### src/rtl/ram_pkg.sv
// ram_pkg: shared types and helpers for the ram_sp_clr data RAM.
//   state_t     - clear sequencer states
//   bytes_of    - number of byte lanes in a data word
//   idx_w       - array index width for a given depth
//   merge_byte  - byte-lane merge used by partial writes
//   in_range    - address-against-depth check
package ram_pkg;

    typedef enum logic [0:0] {
        ST_IDLE  = 1'b0,
        ST_CLEAR = 1'b1
    } state_t;

    function automatic int unsigned bytes_of(input int unsigned data_w);
        return data_w / 8;
    endfunction

    function automatic int unsigned idx_w(input int unsigned depth);
        return (depth > 1) ? $clog2(depth) : 1;
    endfunction

    // Keep the stored byte unless its enable is set.
    function automatic logic [7:0] merge_byte(input logic [7:0] old_b,
                                              input logic [7:0] new_b,
                                              input logic       en);
        return en ? new_b : old_b;
    endfunction

    function automatic logic in_range(input logic [31:0] addr,
                                      input int unsigned depth);
        return addr < depth;
    endfunction

endpackage

### src/rtl/ram_clr_seq.sv
// ram_clr_seq: clear-sweep sequencer for ram_sp_clr.
//   clk      - clock, rising edge
//   rst      - synchronous active-high reset; starts a full sweep
//   clr      - single-cycle sweep request, honoured only when idle
//   busy     - high for exactly DEPTH cycles while sweeping
//   clr_we   - write strobe for the sweep
//   clr_addr - word address being cleared this cycle
module ram_clr_seq
    import ram_pkg::*;
#(
    parameter int unsigned ADDR_W = 5,
    parameter int unsigned DEPTH  = 32
) (
    input  logic              clk,
    input  logic              rst,
    input  logic              clr,
    output logic              busy,
    output logic              clr_we,
    output logic [ADDR_W-1:0] clr_addr
);

    localparam logic [ADDR_W-1:0] LAST = ADDR_W'(DEPTH - 1);

    state_t            state;
    logic [ADDR_W-1:0] cnt;

    always_ff @(posedge clk) begin
        if (rst) begin
            state <= ST_CLEAR;
            cnt   <= '0;
        end else begin
            case (state)
                ST_IDLE: begin
                    if (clr) begin
                        state <= ST_CLEAR;
                        cnt   <= '0;
                    end
                end
                ST_CLEAR: begin
                    if (cnt == LAST) begin
                        state <= ST_IDLE;
                    end else begin
                        cnt <= cnt + ADDR_W'(1);
                    end
                end
                default: state <= ST_IDLE;
            endcase
        end
    end

    assign busy     = (state == ST_CLEAR);
    assign clr_we   = busy;
    assign clr_addr = cnt;

endmodule

### src/rtl/ram_sp_clr.sv
// ram_sp_clr: parametrised single-port synchronous RAM with byte enables,
// registered read path (optional second stage) and a hardware clear sweep.
//   clk      - clock, rising edge
//   rst      - synchronous active-high reset; starts a clear sweep
//   ena      - access enable
//   wena     - 1 = write, 0 = read (qualified by ena)
//   be       - byte write enables, bit i covers data_in[8i+7:8i]
//   addr     - word address
//   data_in  - write data
//   clr      - single-cycle clear-sweep request
//   data_out - read data, holds between reads
//   rd_valid - pulse when data_out carries new read data
//   addr_err - pulse for an access with addr >= DEPTH
//   busy     - high while the clear sweep runs; accesses ignored
module ram_sp_clr
    import ram_pkg::*;
#(
    parameter int unsigned        DATA_W  = 32,
    parameter int unsigned        ADDR_W  = 5,
    parameter int unsigned        DEPTH   = 32,
    parameter int unsigned        OUT_REG = 0,
    parameter int unsigned        WR_THRU = 0,
    parameter logic [DATA_W-1:0]  CLR_VAL = '0
) (
    input  logic                  clk,
    input  logic                  rst,
    input  logic                  ena,
    input  logic                  wena,
    input  logic [DATA_W/8-1:0]   be,
    input  logic [ADDR_W-1:0]     addr,
    input  logic [DATA_W-1:0]     data_in,
    input  logic                  clr,
    output logic [DATA_W-1:0]     data_out,
    output logic                  rd_valid,
    output logic                  addr_err,
    output logic                  busy
);

    localparam int unsigned BYTES = bytes_of(DATA_W);
    localparam int unsigned IDX_W = idx_w(DEPTH);

    logic [DATA_W-1:0] mem [DEPTH];

    logic              clr_we;
    logic [ADDR_W-1:0] clr_addr;

    ram_clr_seq #(
        .ADDR_W (ADDR_W),
        .DEPTH  (DEPTH)
    ) u_clr_seq (
        .clk      (clk),
        .rst      (rst),
        .clr      (clr),
        .busy     (busy),
        .clr_we   (clr_we),
        .clr_addr (clr_addr)
    );

    logic [IDX_W-1:0]  idx;
    logic [IDX_W-1:0]  clr_idx;
    logic              in_rng;
    logic              access;
    logic              wr_hit;
    logic [DATA_W-1:0] rd_word;
    logic [DATA_W-1:0] merged;

    assign idx     = addr[IDX_W-1:0];
    assign clr_idx = clr_addr[IDX_W-1:0];
    assign in_rng  = in_range(32'(addr), DEPTH);
    // A clr request in IDLE takes priority over a same-cycle access.
    assign access  = ena && !busy && !clr;
    assign wr_hit  = access && wena && in_rng;
    assign rd_word = in_rng ? mem[idx] : '0;

    always_comb begin
        merged = rd_word;
        for (int unsigned i = 0; i < BYTES; i++) begin
            merged[8*i +: 8] = merge_byte(rd_word[8*i +: 8], data_in[8*i +: 8], be[i]);
        end
    end

    always_ff @(posedge clk) begin
        if (clr_we) begin
            mem[clr_idx] <= CLR_VAL;
        end else if (wr_hit) begin
            mem[idx] <= merged;
        end
    end

    // First-stage result of this cycle's access.
    logic              nxt_load;
    logic [DATA_W-1:0] nxt_data;
    logic              nxt_valid;
    logic              nxt_err;

    always_comb begin
        nxt_load  = 1'b0;
        nxt_data  = '0;
        nxt_valid = 1'b0;
        nxt_err   = 1'b0;
        if (access) begin
            if (!wena) begin
                // Out-of-range reads return zero (rd_word is zero then).
                nxt_load  = 1'b1;
                nxt_valid = 1'b1;
                nxt_data  = rd_word;
                nxt_err   = !in_rng;
            end else if (!in_rng) begin
                nxt_err = 1'b1;
            end else if (WR_THRU != 0) begin
                nxt_load = 1'b1;
                nxt_data = merged;
            end
        end
    end

    generate
        if (OUT_REG != 0) begin : g_out2
            logic              s1_load;
            logic [DATA_W-1:0] s1_data;
            logic              s1_valid;
            logic              s1_err;

            // Anything already in s1 drains normally, so a read issued the
            // cycle before a clr request still completes.
            always_ff @(posedge clk) begin
                if (rst) begin
                    s1_load  <= 1'b0;
                    s1_data  <= '0;
                    s1_valid <= 1'b0;
                    s1_err   <= 1'b0;
                    data_out <= '0;
                    rd_valid <= 1'b0;
                    addr_err <= 1'b0;
                end else begin
                    s1_load  <= nxt_load;
                    s1_data  <= nxt_data;
                    s1_valid <= nxt_valid;
                    s1_err   <= nxt_err;
                    if (s1_load) begin
                        data_out <= s1_data;
                    end
                    rd_valid <= s1_valid;
                    addr_err <= s1_err;
                end
            end
        end else begin : g_out1
            always_ff @(posedge clk) begin
                if (rst) begin
                    data_out <= '0;
                    rd_valid <= 1'b0;
                    addr_err <= 1'b0;
                end else begin
                    if (nxt_load) begin
                        data_out <= nxt_data;
                    end
                    rd_valid <= nxt_valid;
                    addr_err <= nxt_err;
                end
            end
        end
    endgenerate

endmodule
### config.mk
export PLATFORM = sky130hd
export DESIGN_NAME = ram_sp_clr
export DESIGN_NICKNAME = d
export VERILOG_FILES = /design/src/rtl/ram_pkg.sv /design/src/rtl/ram_clr_seq.sv /design/src/rtl/ram_sp_clr.sv
export SDC_FILE = /design/constraint.sdc
export NUM_CORES = 1
export LEC_CHECK = 0
export CAP_MARGIN = 30
export CORE_UTILIZATION = 56
export DETAILED_ROUTE_END_ITERATION = 8
export PLACE_DENSITY = 0.79
export SLEW_MARGIN = 15
export SYNTH_ARGS = -nofsm -noshare
export SYNTH_HDL_FRONTEND = slang
export SYNTH_SLANG_ARGS = --single-unit
### constraint.sdc
create_clock -name clk -period 3.35 [get_ports clk]
set_input_delay 0.67 -clock clk [delete_from_list [all_inputs] [get_ports clk]]
set_output_delay 0.67 -clock clk [all_outputs]
set_load 0.02 [all_outputs]
==> summary.txt <==
status -> complete, but fails checks
failing checks -> DRC
Warnings, synthesis -> 0
Yosys cell types -> 35
Root Buffer -> clkbuf_16
Max FO, Critical Path -> 32
Die W -> 274.7 µm
Cell Pwr Density -> 553.0 nW/µm²
final WL -> 110,100 µm
Worst-path clk slew -> 0.06 ns
critical path's largest stage delay -> 0.74 ns
RD Place Congestion -> 0.8639
CTS tree -> built
die area -> 75,480 µm²
Final Max Slew Viols -> 0
worst-margin pin slew -> 0.8888 ns
row cnt -> 99
setup slack after placement -> -0.1765 ns
fill count -> 4,577
leakage power -> 18.50 nW
mux cell area share after synthesis -> 12.35%
die height -> 274.7 µm
layout cell share with drive strength beyond 1 -> 17.97%
clock skew -> 0.01821 ns
design area -> 49,740 µm²
Area after DPL -> 46,400 µm²
first-pass GRT wire length -> 158,300 µm
vias -> 24,240
H-Tree Depth -> 3
crit share post-route -> 90.40%
hold_sp -> rst
deepest clock path buffer count -> 3
commonest non-fill, non-tap cell in the layout -> edfxtp_1
commonest cells after routing, fill and taps aside -> edfxtp_1, mux2i_1, a22oi_1, a21oi_1, buf_4
Area Overhead vs Synth -> 19.39%
endpoints failing setup -> 0
Routed WL per cell -> 29.82 µm
WHS Endpoint -> data_out[0]
element type at the critical path end -> flip-flop
post-synth design cell area -> 41,660 µm²
RSZ-0062 raised after global routing -> no
register area share after synthesis -> 75.69%
Slowest cell on crit path -> nor2b_4
hold buffers post-CTS -> 0
post-synthesis adder-cell area fraction -> 0.06007%
initial antenna violation count -> 1
vias in the first global route -> 24,350
via-per-instance ratio -> 6.568
Synth Register Bits -> 1,063
critical path arrival -> 3.43 ns
Worst-Skew Late Latency -> 0.65 ns
largest family of logic cells by synthesized area -> multiplexers
worst reg2reg path endpoint -> mem[24][27]
final hold vios -> 0
antenna-violating nets left -> 0
mean post-synth cell area -> 17.58 µm²
XOR/XNOR share of the synthesized area -> 0%
crit-path cells -> clkdlybuf4s50_1 -> nor2b_4 -> buf_4 -> a22oi_1 -> a21oi_1 -> or4_1 -> a21oi_2 -> buf_12
CTS resizes -> 0
area of the core -> 73,330 µm²
Final HPWL DP -> 61,930 µm
crit start category -> input port
Worst Reg2Reg Path Length in Cells -> 7
1st-pass router iterations -> 9
Gate Count Post-Synth -> 2,370
final setup margin -> 0.3217 ns
I/O pin count -> 81
# diodes -> 0
Port Buffers -> 79
gr ovfl total -> 0
initial core utilization -> 56.81%
Post-layout nets -> 2,699
worst min path class -> in2reg
Iteration-0 DRC Markers -> 3,264
Num CTS Buffers -> 100
Req. time, crit path -> 3.75 ns
Compound-Gate Fraction of Synth Area -> 8.136%
area share of and/or/nand/nor cells after synthesis -> 1.691%
peak supply drop -> 0.3825 mV
Crit Path Category -> in2reg
Hold Path Depth -> 2
R2R Path Start -> u_clr_seq.busy
GR Util All Layers -> 29.27%
Max Fclk -> 330.2 MHz
min Tclk post-route -> 3.028 ns
largest net degree at the start of global routing -> 45
flop2flop setup slack -> 0.58 ns
Syn Nets -> 2,418
max_cap viols -> 0
post-CTS setup repair buffer count -> 0
max_slew headroom -> 40.12%
Remaining DRCs -> 8
clock sink total -> 1,063
-- report_power, final --
group / total [mW] / internal (mW) / switching, mW
registers: 14.5 / 14.5 / 0.0402
clock network: 11.4 / 6.63 / 4.79
logic: 1.54 / 0.647 / 0.897
-- flip-flops by register name (all words and copies together) (netlist names) --
signal	cells
u_clr_seq.busy	1
data_out	32
u_clr_seq.clr_addr	5
rd_valid	1
mem	1024
-- worst max-delay path, delay by kind of cell --
kind | cells | cell delay [ns]
AOI/OAI and AO/OA | 3 | 0.51
buffers and inverters | 3 | 1.26
and+or+nand+nor | 2 | 0.93
-- how the worst max path moves through the flow --
stage	to	start
global route	mem[23][3]	addr[1]
floorplan	mem[20][0]	ena
detailed placement	mem[4][3]	addr[1]
finish	mem[25][7]	addr[1]
CTS	mem[9][7]	addr[1]
global placement	mem[4][3]	addr[1]
-- logic make-up after synthesis --
logic type               count (synthesis)
flip-flops                            1063
multiplexers                           514
AO/OA/AOI/OAI                          495
buffers and inverters                  156
AND/OR/NAND/NOR                        139
adder cells (fa/ha/maj)                  2
other                                    1
-- synth_stat cells --
cell / count / share of area [%]
nand2_1: 14 / 0.13
or2_1: 1 / 0.015
a211oi_2: 32 / 0.96
buf_4: 21 / 0.38
o32a_1: 2 / 0.048
nand3_1: 1 / 0.012
buf_6: 21 / 0.57
buf_2: 12 / 0.14
clkbuf_1: 76 / 0.68
nand4b_1: 1 / 0.021
nor4b_1: 1 / 0.021
mux2_2: 1 / 0.027
edfxtp_1: 1024 / 74
o21ai_0: 36 / 0.43
inv_1: 8 / 0.072
nand2b_1: 6 / 0.090
dfxtp_1: 39 / 1.9
a22oi_1: 258 / 4.6
or2_2: 1 / 0.015
nand3b_1: 2 / 0.036
nor2_1: 72 / 0.65
nor2b_1: 3 / 0.045
ha_1: 2 / 0.060
mux2i_1: 513 / 12
conb_1: 1 / 0.0090
and2_1: 1 / 0.015
a21oi_1: 161 / 1.9
and3_1: 3 / 0.045
clkbuf_4: 6 / 0.11
nor4bb_1: 1 / 0.024
or4_1: 32 / 0.58
buf_1: 12 / 0.11
a311oi_1: 3 / 0.063
o31ai_1: 1 / 0.018
a31oi_1: 2 / 0.030
-- stage by stage --
step / hold slack [ns] / setup TNS [ns] / utilization (%) / cells / power (mW)
2_1_floorplan: 0.4803 / -150.90 / - / 2370 / 15.61
3_3_place_gp: 0.5200 / -29.88 / 63.25 / 3506 / 16.27
3_5_place_dp: 0.5247 / -63.67 / 63.28 / 3507 / 16.32
4_1_cts: 0.3398 / 0 / 67.81 / 3690 / 27.55
5_1_grt: 0.3540 / 0 / 67.82 / 3691 / 28.15
6_report: 0.3701 / 0 / 67.82 / 3691 / 27.50
-- area by class of cell --
class | instances | area [µm²] | share of cell area [%]
clock buffers | 127 | 2738 | 5.504
clock inverters | 56 | 585.6 | 1.177
multi-input cells | 1151 | 9635 | 19.37
inverters | 8 | 30.03 | 0.06038
flip-flops and latches | 1063 | 31530 | 63.40
repair buffers | 327 | 4016 | 8.075
well taps | 959 | 1200 | 2.413
-- metal layers --
metal | share of wire (%) | wire, µm | GRT usage [%]
met3 | 12 | 13000 | 6.633
met4 | 3.8 | 4205 | 11.05
met1 | 38 | 41410 | 39.99
met5 | 0.012 | 13 | 0
met2 | 47 | 51450 | 46.18
Note: power is estimated with default switching activity, not from simulation.
